$ cat src/rtl/flash_stream_reader.sv
// Multi-channel burst front-end for the QSPI flash byte engine.
// Round-robin bursts are streamed through a FIFO onto a channel-tagged output.
module flash_stream_reader #(
    parameter int NUM_CH          = 2,
    parameter int FLASH_SIZE_BITS = 24,
    parameter int LEN_BITS        = 16,
    parameter int FIFO_DEPTH      = 8,
    localparam int CH_W           = (NUM_CH > 1) ? $clog2(NUM_CH) : 1
) (
    input  logic                          clk,
    input  logic                          rst,
    input  logic [NUM_CH-1:0]             req_valid,
    input  logic [NUM_CH*FLASH_SIZE_BITS-1:0] req_addr,
    input  logic [NUM_CH*LEN_BITS-1:0]    req_len,
    output logic [NUM_CH-1:0]             req_ready,
    input  logic [NUM_CH-1:0]             abort,
    output logic [NUM_CH-1:0]             busy,
    output logic                          out_valid,
    input  logic                          out_ready,
    output logic [7:0]                    out_data,
    output logic [CH_W-1:0]               out_ch,
    output logic                          out_last,
    output logic [FLASH_SIZE_BITS-1:0]    eng_addr,
    output logic                          eng_do_read,
    input  logic                          eng_setup_done,
    input  logic                          eng_data_ready,
    input  logic [7:0]                    eng_data
);

    localparam int PTR_W = $clog2(FIFO_DEPTH);
    localparam int CNT_W = PTR_W + 1;
    localparam int ENT_W = CH_W + 9;

    typedef enum logic [1:0] {
        IDLE,
        GAP,
        STREAM,
        PAUSE
    } state_t;

    state_t state;
    state_t state_next;

    logic [CH_W-1:0]            rr_ptr;
    logic [CH_W-1:0]            cur_ch;
    logic [FLASH_SIZE_BITS-1:0] cur_addr;
    logic [LEN_BITS-1:0]        remaining;

    logic                       gnt_found;
    logic [CH_W-1:0]            gnt_ch;
    logic [NUM_CH-1:0]          gnt_onehot;
    logic [FLASH_SIZE_BITS-1:0] gnt_addr;
    logic [LEN_BITS-1:0]        gnt_len;
    logic                       gnt_cancel;

    logic [NUM_CH-1:0]          cur_onehot;
    logic                       abort_cur;
    logic                       accept;
    logic                       last_byte;
    logic                       addr_top;

    logic [ENT_W-1:0]           mem [FIFO_DEPTH];
    logic [PTR_W-1:0]           wr_ptr;
    logic [PTR_W-1:0]           rd_ptr;
    logic [CNT_W-1:0]           fifo_count;
    logic [CNT_W-1:0]           fifo_free;
    logic                       push;
    logic                       pop;

    // Search the channels after the RR pointer first, then wrap around.
    always_comb begin
        gnt_found  = 1'b0;
        gnt_ch     = '0;
        gnt_onehot = '0;
        gnt_addr   = '0;
        gnt_len    = '0;
        for (int i = 0; i < NUM_CH; i++) begin
            if (!gnt_found && req_valid[i] && i > int'(rr_ptr)) begin
                gnt_found     = 1'b1;
                gnt_ch        = CH_W'(i);
                gnt_onehot[i] = 1'b1;
                gnt_addr      = req_addr[i*FLASH_SIZE_BITS +: FLASH_SIZE_BITS];
                gnt_len       = req_len[i*LEN_BITS +: LEN_BITS];
            end
        end
        for (int i = 0; i < NUM_CH; i++) begin
            if (!gnt_found && req_valid[i] && i <= int'(rr_ptr)) begin
                gnt_found     = 1'b1;
                gnt_ch        = CH_W'(i);
                gnt_onehot[i] = 1'b1;
                gnt_addr      = req_addr[i*FLASH_SIZE_BITS +: FLASH_SIZE_BITS];
                gnt_len       = req_len[i*LEN_BITS +: LEN_BITS];
            end
        end
    end

    assign gnt_cancel = |(abort & gnt_onehot);
    assign cur_onehot = NUM_CH'(1) << cur_ch;
    assign abort_cur  = (state != IDLE) && |(abort & cur_onehot);
    assign fifo_free  = CNT_W'(FIFO_DEPTH) - fifo_count;
    assign last_byte  = (remaining == '0);
    assign addr_top   = &cur_addr;
    assign accept     = eng_do_read && eng_data_ready;
    assign push       = accept;
    assign pop        = out_valid && out_ready;

    always_ff @(posedge clk) begin
        if (rst) begin
            state <= IDLE;
        end else begin
            state <= state_next;
        end
    end

    always_comb begin
        state_next = state;
        unique case (state)
            IDLE: begin
                if (gnt_found && !gnt_cancel) begin
                    state_next = GAP;
                end
            end
            GAP: begin
                state_next = abort_cur ? IDLE : STREAM;
            end
            STREAM: begin
                if (abort_cur) begin
                    state_next = IDLE;
                end else if (accept) begin
                    if (last_byte) begin
                        state_next = IDLE;
                    end else if (addr_top) begin
                        state_next = GAP;
                    end
                end else if (fifo_free == '0) begin
                    state_next = PAUSE;
                end
            end
            PAUSE: begin
                if (abort_cur) begin
                    state_next = IDLE;
                end else if (fifo_free >= CNT_W'(FIFO_DEPTH / 2)) begin
                    state_next = GAP;
                end
            end
            default: state_next = IDLE;
        endcase
    end

    always_comb begin
        req_ready   = '0;
        eng_do_read = 1'b0;
        if (state == IDLE && gnt_found && !rst) begin
            req_ready = gnt_onehot;
        end
        if (state == STREAM && eng_setup_done &&
            fifo_free != '0 && !abort_cur) begin
            eng_do_read = 1'b1;
        end
    end

    always_ff @(posedge clk) begin
        if (rst) begin
            rr_ptr    <= CH_W'(NUM_CH - 1);
            cur_ch    <= '0;
            cur_addr  <= '0;
            remaining <= '0;
            busy      <= '0;
            eng_addr  <= '0;
        end else begin
            if (state == IDLE && gnt_found) begin
                rr_ptr    <= gnt_ch;
                cur_ch    <= gnt_ch;
                cur_addr  <= gnt_addr;
                remaining <= gnt_len;
                eng_addr  <= gnt_addr;
                busy      <= gnt_cancel ? '0 : gnt_onehot;
            end
            if (abort_cur) begin
                busy <= '0;
            end
            if (accept) begin
                cur_addr  <= cur_addr + 1'b1;
                remaining <= remaining - 1'b1;
                if (last_byte) begin
                    busy <= '0;
                end else if (addr_top) begin
                    eng_addr <= '0;
                end
            end
            if (state == PAUSE && state_next == GAP) begin
                eng_addr <= cur_addr;
            end
        end
    end

    always_ff @(posedge clk) begin
        if (push) begin
            mem[wr_ptr] <= {cur_ch, last_byte, eng_data};
        end
    end

    always_ff @(posedge clk) begin
        if (rst) begin
            wr_ptr     <= '0;
            rd_ptr     <= '0;
            fifo_count <= '0;
        end else begin
            if (push) begin
                wr_ptr <= wr_ptr + 1'b1;
            end
            if (pop) begin
                rd_ptr <= rd_ptr + 1'b1;
            end
            fifo_count <= fifo_count + CNT_W'(push) - CNT_W'(pop);
        end
    end

    assign out_valid = (fifo_count != '0);
    assign {out_ch, out_last, out_data} = mem[rd_ptr];

    // The engine only streams while a slot is free, so this never fires.
    assert property (@(posedge clk) disable iff (rst)
        !(push && fifo_count == CNT_W'(FIFO_DEPTH)));

endmodule

$ cat config.mk
export PLATFORM = sky130hd
export DESIGN_NAME = flash_stream_reader
export DESIGN_NICKNAME = d
export VERILOG_FILES = /design/src/rtl/flash_stream_reader.sv
export SDC_FILE = /design/constraint.sdc
export NUM_CORES = 1
export LEC_CHECK = 0
export CORE_MARGIN = 4
export CORE_UTILIZATION = 41
export CTS_CLUSTER_DIAMETER = 100
export DETAILED_ROUTE_END_ITERATION = 10
export PLACE_DENSITY = 0.67
export SYNTH_ARGS = -nofsm -noshare
export SYNTH_HDL_FRONTEND = slang
export SYNTH_SLANG_ARGS = --single-unit
export TNS_END_PERCENT = 20
$ cat constraint.sdc
create_clock -name clk -period 3.8 [get_ports clk]
set_clock_uncertainty 0.2 [all_clocks]
set_input_delay 0.95 -clock clk [delete_from_list [all_inputs] [get_ports clk]]
set_output_delay 0.95 -clock clk [all_outputs]
set_load 0.05 [all_outputs]
* Word-level counts from Yosys, hierarchy flattened
Memories as Yosys holds them, arrays and structs flattened. A register that Yosys moved wholly into a read port is not among the register bits. Cells that the tools add are included.
Operators by class: add/subtract/negate cells 7, equal/unequal tests 4, shifts and indexed selects 1, $lt $le $gt $ge 3, reduce and logical (&&, ||, !) cells 29, bitwise operators 2, mux-type cells 43
Operators with widths (number):
- 2-to-1 mux 24 bit | 10
- 2-to-1 mux 16 bit | 5
- 2-to-1 mux 2 bit | 15
- adder 24 x 1 -> 24 bit, second input constant | 1
- AND reduction 24 bit | 1
- zero test 16 bit | 1
- subtractor 16 x 1 -> 16 bit, second input constant | 1
- logical AND 1 bit | 14
- 2-to-1 mux 1 bit | 10
- case mux 2 bit (4 select lines) | 1
- nonzero test 4 bit | 2
- adder 3 x 1 -> 3 bit, second input constant | 2
- 2-to-1 mux 3 bit | 2
- zero test 1 bit | 5
- adder 4 x 1 -> 4 bit | 1
- AND 2 bit | 2
- == test 2 x 1 -> 1 bit, second input constant | 2
- == test 2 bit, second input constant | 2
- >= comparator 4 x 3 -> 1 bit, second input constant | 1
- zero test 4 bit | 1
- nonzero test 2 bit | 2
- OR reduction 2 bit | 2
- subtractor 4 x 1 -> 4 bit | 1
- subtractor 4 bit, first input constant | 1
- 4 further kinds | 4
Storage, ports and cells: logic and storage cells 100, memories 1, input bits 97, memory bits (writable) 80, register bits 80
Memory list:
- mem | depth 8, width 10, read ports 1, clocked after memory_dff 1, write ports 1, line 62 | logic [ENT_W-1:0] mem [FIFO_DEPTH];

* Depth between registers and ports, before layout
depth after elaboration 19, depth in mapped cells 14

* Worst setup path before layout
OpenSTA, ideal clock, no wires.
kind input port to flip-flop, start in abort[1], end mem mem[2][0] (netlist bit) (enable), arrival 3195 ps, cell stages on the path 7, slack -2 ps, library setup time 407 ps, data required time 3193 ps, cell sequence mux2i_2 > nand4_1 > or2_1 > buf_2 > clkbuf_1 > clkbuf_1 > nor4b_1
Between the ends: longest elaborated chain between the ends 9
Ends and longest elaborated chain:
- from (decl) | line 16 | input logic [NUM_CH-1:0] abort,
- AND 2 bit | line 99 | assign abort_cur = (state != IDLE) && |(abort & cur_onehot);
- OR reduction 2 bit | line 99
- logical AND 1 bit | line 99
- zero test 1 bit | line 157 | fifo_free != '0 && !abort_cur) begin
- logical AND 1 bit | line 157
- 2-to-1 mux 1 bit | line 156 | if (state == STREAM && eng_setup_done &&
- logical AND 1 bit | line 103 | assign accept = eng_do_read && eng_data_ready;
- 2-to-1 mux 1 bit | line 198 | if (push) begin
- 2-to-1 mux 1 bit (implied by the code) | line 199 | mem[wr_ptr] <= {cur_ch, last_byte, eng_data};
- to (decl) | line 62
Every way passes these cells.

* Worst setup path in the final report
start in req_valid[1], end out req_ready[1]
Between the ends: longest elaborated chain between the ends 12, elaborated cells between the ends (all ways) 13, classes of those cells 5 x mux; 8 x reduce/logical
Ends and longest elaborated chain:
- from (decl) | line 12 | input logic [NUM_CH-1:0] req_valid,
- logical AND 1 bit | line 78 | if (!gnt_found && req_valid[i] && i > int'(rr_ptr)) begin
- 2-to-1 mux 1 bit | line 78
- zero test 1 bit | line 87 | if (!gnt_found && req_valid[i] && i <= int'(rr_ptr)) begin
- logical AND 1 bit | line 87
- 2-to-1 mux 1 bit | line 87
- zero test 1 bit | line 87
- logical AND 1 bit (2 in a row) | line 87
- 2-to-1 mux 1 bit | line 87
- logical AND 1 bit (2 in a row) | line 153 | if (state == IDLE && gnt_found && !rst) begin
- 2-to-1 mux 2 bit (*) | line 153
- to (decl) | line 15 | output logic [NUM_CH-1:0] req_ready,
Mark *: on every way between the ends. The rest lies on a longest branch, timed or not.

==> metrics.txt <==
# TYPE chip_impl_metric gauge
chip_impl_metric{name="routedWlPerCell",unit="µm"} 19.3
chip_impl_metric{name="fin_crit",unit="ns"} 3.47
chip_impl_metric{name="worst_hold_path.num_cells",unit=""} 2
chip_impl_metric{name="critical_path.max_fanout",unit=""} 4
chip_impl_metric{name="total_leakage_power",unit="µW"} 0.00332
chip_impl_metric{name="gr-usage-all-layers",unit=""} 0.195
chip_impl_metric{name="detail_route.wirelength",unit="mm"} 19.8
chip_impl_metric{name="synth_nets",unit=""} 750
chip_impl_metric{name="detailedPlacementHpwl",unit="mm"} 13.8
chip_impl_metric{name="power_per_cell_area",unit="nW/µm²"} 525
chip_impl_metric{name="setup_viol",unit=""} 0
chip_impl_metric{name="post_cts_resize_count",unit=""} 0
chip_impl_metric{name="fp.dieArea",unit="µm²"} 20600
chip_impl_metric{name="syn-mean-instance-area",unit="µm²"} 11.7
chip_impl_metric{name="grt_start_max_net_pins",unit=""} 55
chip_impl_metric{name="post_route_cells_drive_above_1_share",unit=""} 0.165
chip_impl_metric{name="count_of_flip_flops_with_a_built_in_enable_after_synthesis",unit=""} 80
chip_impl_metric{name="ant_nets",unit=""} 0
chip_impl_metric{name="cp_data_arrival_time",unit="ns"} 2.32
chip_impl_info{name="grt_setup_unrepaired",value="false"} 1
chip_impl_metric{name="drt_pre_antenna_iters",unit=""} 5
chip_impl_metric{name="initialDrtViolationCount",unit=""} 267
chip_impl_metric{name="row_count",unit=""} 49
chip_impl_metric{name="port_buffers",unit=""} 136
chip_impl_metric{name="die_span_x",unit="µm"} 143
chip_impl_metric{name="max_slew.worst_pin.slew",unit="ns"} 0.953
chip_impl_metric{name="regArea",unit="µm²"} 4060
chip_impl_metric{name="grt-ovfl-total",unit=""} 0
chip_impl_info{name="crit_type",value="primary input to output port"} 1
chip_impl_info{name="timing.rr.start",value="fifo_count[1]"} 1
chip_impl_metric{name="synthesis.yosys.warnings",unit=""} 0
chip_impl_metric{name="route.vias.total",unit=""} 5978
chip_impl_info{name="postSynth.topFlopCell",value="sky130_fd_sc_hd__dfxtp_1"} 1
chip_impl_metric{name="clock_pin_slew_of_the_registers_on_the_worst_case_setup_and_hold_paths",unit="ns"} 0.06
chip_impl_metric{name="syn_inst",unit=""} 642
chip_impl_metric{name="timing.reg2reg.setup_slack",unit="ns"} 0.49
chip_impl_metric{name="finalWeightedCongestion",unit=""} 0.815
chip_impl_metric{name="final_clock_period_utilization_by_the_worst_path",unit=""} 0.912
chip_impl_info{name="most_frequent_cells_in_the_layout",value="sky130_fd_sc_hd__clkdlybuf4s50_1, sky130_fd_sc_hd__dfxtp_1, sky130_fd_sc_hd__edfxtp_1, sky130_fd_sc_hd__nor2_1, sky130_fd_sc_hd__a21oi_1"} 1
chip_impl_info{name="outcome",value="complete, no violations"} 1
chip_impl_metric{name="hold_buf_count_cts",unit=""} 0
chip_impl_info{name="leading_cell_type_in_the_layout_fill_and_taps_excluded",value="sky130_fd_sc_hd__clkdlybuf4s50_1"} 1
chip_impl_metric{name="maxSlewHeadroom",unit=""} 0.363
chip_impl_metric{name="postCtsSetupRepairBufs",unit=""} 0
chip_impl_metric{name="drc",unit=""} 0
chip_impl_metric{name="antennaDiodeCount",unit=""} 0
chip_impl_info{name="tritoncts",value="built"} 1
chip_impl_info{name="cp-start-kind",value="primary input"} 1
chip_impl_metric{name="post_layout_nonfiller_instances",unit=""} 1024
chip_impl_metric{name="yosysSeqAreaShare",unit=""} 0.540
chip_impl_info{name="hold_path_class",value="register to register"} 1
chip_impl_metric{name="ff2ff_path_depth",unit=""} 11
chip_impl_metric{name="post_drt_via_cell_ratio",unit=""} 5.84
chip_impl_info{name="regToRegEndpoint",value="remaining[11]"} 1
chip_impl_info{name="setup.worst_path.end_class",value="output port"} 1
chip_impl_metric{name="cts_num_sinks",unit=""} 163
chip_impl_info{name="hp-start",value="remaining[1]"} 1
chip_impl_metric{name="final_max_slew_viols",unit=""} 0
chip_impl_metric{name="cts_max_path_bufs",unit=""} 2
chip_impl_metric{name="number_of_global_route_vias_before_repair",unit=""} 5951
chip_impl_metric{name="syn_to_final_growth",unit="%"} 30.1
chip_impl_metric{name="ys_ff_latch",unit=""} 163
chip_impl_metric{name="asyncSetResetFlopFracSynth",unit=""} 0
chip_impl_metric{name="maxCapViolCount",unit=""} 0
chip_impl_metric{name="synth.distinct_cells",unit=""} 66
chip_impl_info{name="clk_root_buffer_cell",value="sky130_fd_sc_hd__clkbuf_16"} 1
chip_impl_metric{name="tritoncts.num_buffers",unit=""} 17
chip_impl_metric{name="fill_cells",unit=""} 1540
chip_impl_metric{name="floorplan.initialDensity",unit=""} 0.418
chip_impl_metric{name="setup_tns",unit="ns"} 0
chip_impl_metric{name="grt_pass1_wl",unit="mm"} 31.1
chip_impl_info{name="hold-path-endpoint",value="remaining[1]"} 1
chip_impl_metric{name="finalHoldViolations",unit=""} 0
chip_impl_metric{name="worst_ep_required_time",unit="ns"} 2.65
chip_impl_metric{name="ctsHtreeMaxLevel",unit=""} 4
chip_impl_metric{name="clock_latency",unit="ns"} 0.43
chip_impl_metric{name="io_pins",unit=""} 137
chip_impl_metric{name="multi_input_area",unit="µm²"} 3250
chip_impl_metric{name="finalNetCount",unit=""} 890
chip_impl_metric{name="peakVddDrop",unit="mV"} 0.434
chip_impl_metric{name="clock.fmax",unit="GHz"} 0.288
chip_impl_metric{name="core_area",unit="µm²"} 18000
chip_impl_metric{name="dpl.cell_count",unit=""} 992
chip_impl_metric{name="post_synth_instance_area",unit="µm²"} 7530
chip_impl_metric{name="chipHeight",unit="µm"} 143
chip_impl_metric{name="grt_antenna_before_repair",unit=""} 0
## cell usage after synthesis (4+ instances only)
cell type / n / share of area
sky130_fd_sc_hd__a22o_1: 13 / 0.015
sky130_fd_sc_hd__and2_1: 5 / 0.0042
sky130_fd_sc_hd__nand3_1: 21 / 0.014
sky130_fd_sc_hd__a211oi_1: 12 / 0.012
sky130_fd_sc_hd__dfxtp_1: 83 / 0.22
sky130_fd_sc_hd__or3_1: 12 / 0.010
sky130_fd_sc_hd__a21oi_1: 37 / 0.025
sky130_fd_sc_hd__nand2_1: 30 / 0.015
sky130_fd_sc_hd__nor2_1: 47 / 0.023
sky130_fd_sc_hd__o21ai_0: 12 / 0.0080
sky130_fd_sc_hd__o211ai_1: 6 / 0.0060
sky130_fd_sc_hd__a21boi_0: 16 / 0.016
sky130_fd_sc_hd__edfxtp_1: 80 / 0.32
sky130_fd_sc_hd__clkbuf_1: 29 / 0.014
sky130_fd_sc_hd__buf_2: 6 / 0.0040
sky130_fd_sc_hd__or2_2: 4 / 0.0033
sky130_fd_sc_hd__a221oi_1: 4 / 0.0047
sky130_fd_sc_hd__buf_1: 4 / 0.0020
sky130_fd_sc_hd__nand4_1: 12 / 0.010
sky130_fd_sc_hd__nor3_1: 8 / 0.0053
sky130_fd_sc_hd__mux2_2: 16 / 0.024
sky130_fd_sc_hd__nor4_1: 5 / 0.0042
sky130_fd_sc_hd__nor4b_1: 5 / 0.0058
sky130_fd_sc_hd__a22oi_1: 24 / 0.024
sky130_fd_sc_hd__and3_1: 7 / 0.0058
sky130_fd_sc_hd__xor2_1: 5 / 0.0058
sky130_fd_sc_hd__ha_1: 10 / 0.017
sky130_fd_sc_hd__mux4_2: 20 / 0.060
sky130_fd_sc_hd__a31oi_1: 19 / 0.016
sky130_fd_sc_hd__inv_1: 14 / 0.0070
sky130_fd_sc_hd__o2bb2ai_2: 10 / 0.020
sky130_fd_sc_hd__o311ai_0: 5 / 0.0058
sky130_fd_sc_hd__o2bb2ai_1: 14 / 0.016
## kinds of logic after synthesis
| group | count (synthesis) | share of synthesized area |
|---|---|---|
| flip-flops | 163 | 0.540 |
| adder cells (fa/ha/maj) | 11 | 0.0193 |
| AO/OA/AOI/OAI | 194 | 0.195 |
| XOR/XNOR | 8 | 0.00931 |
| buffers and inverters | 56 | 0.0311 |
| multiplexers | 37 | 0.0856 |
| AND/OR/NAND/NOR | 173 | 0.120 |
## layout make-up
| class | instances | share of cell area |
|---|---|---|
| inverter | 14 | 0.00536 |
| sequential | 163 | 0.415 |
| clock inverter | 13 | 0.00996 |
| timing repair buffer | 163 | 0.162 |
| clock buffer | 19 | 0.0462 |
| multi-input combinational | 423 | 0.332 |
| tap | 229 | 0.0293 |
## layer usage
metal	track usage	routed length [µm]
met1	0.238	8240
met2	0.327	9760
met3	0.0516	1190
met4	0.0828	620
met5	0	0
## how the worst max path moves through the flow
stage                  startpoint            end  cells after the start
floorplan                abort[1]      mem[4][0]                      7
global placement         abort[0]  fifo_count[2]                     11
detailed placement       abort[1]  remaining[11]                      9
CTS                  req_valid[1]   req_ready[1]                      4
global route        fifo_count[1]   cur_addr[17]                     11
finish               req_valid[1]   req_ready[1]                      4
## metrics by stage
| stage | hold WS, ns | util | instance area [µm²] | total power [µW] | worst slack (ns) |
|---|---|---|---|---|---|
| 2_1_floorplan | 0.245 | - | 7530 | 3090 | 0.0171 |
| 6_report | 0.279 | 0.543 | 9800 | 5140 | 0.333 |
| 3_3_place_gp | 0.256 | 0.513 | 9250 | 3550 | 0.265 |
| 3_5_place_dp | 0.271 | 0.513 | 9250 | 3580 | 0.192 |
| 5_1_grt | 0.314 | 0.543 | 9800 | 5390 | 0.186 |
| 4_1_cts | 0.279 | 0.543 | 9800 | 5190 | 0.323 |
## power breakdown
part | total (µW) | switching (µW) | internal (µW)
registers | 2080 | 119 | 1960
clock network | 1600 | 720 | 878
logic | 1470 | 828 | 638
## state kept, by name, indices dropped and copies added (netlist names), named ones only
name	cells
rr_ptr	1
cur_ch	1
fifo_count	4
eng_addr	24
cur_addr	24
state	2
wr_ptr	3
remaining	16
busy	2
rd_ptr	3
mem	80
## critical path: stages
cell                              delay (ns)
sky130_fd_sc_hd__clkdlybuf4s50_1        0.57
sky130_fd_sc_hd__a21boi_1               0.26
sky130_fd_sc_hd__and3_1                 0.35
sky130_fd_sc_hd__buf_12                 0.18
Note: power is estimated with default switching activity, not from simulation.
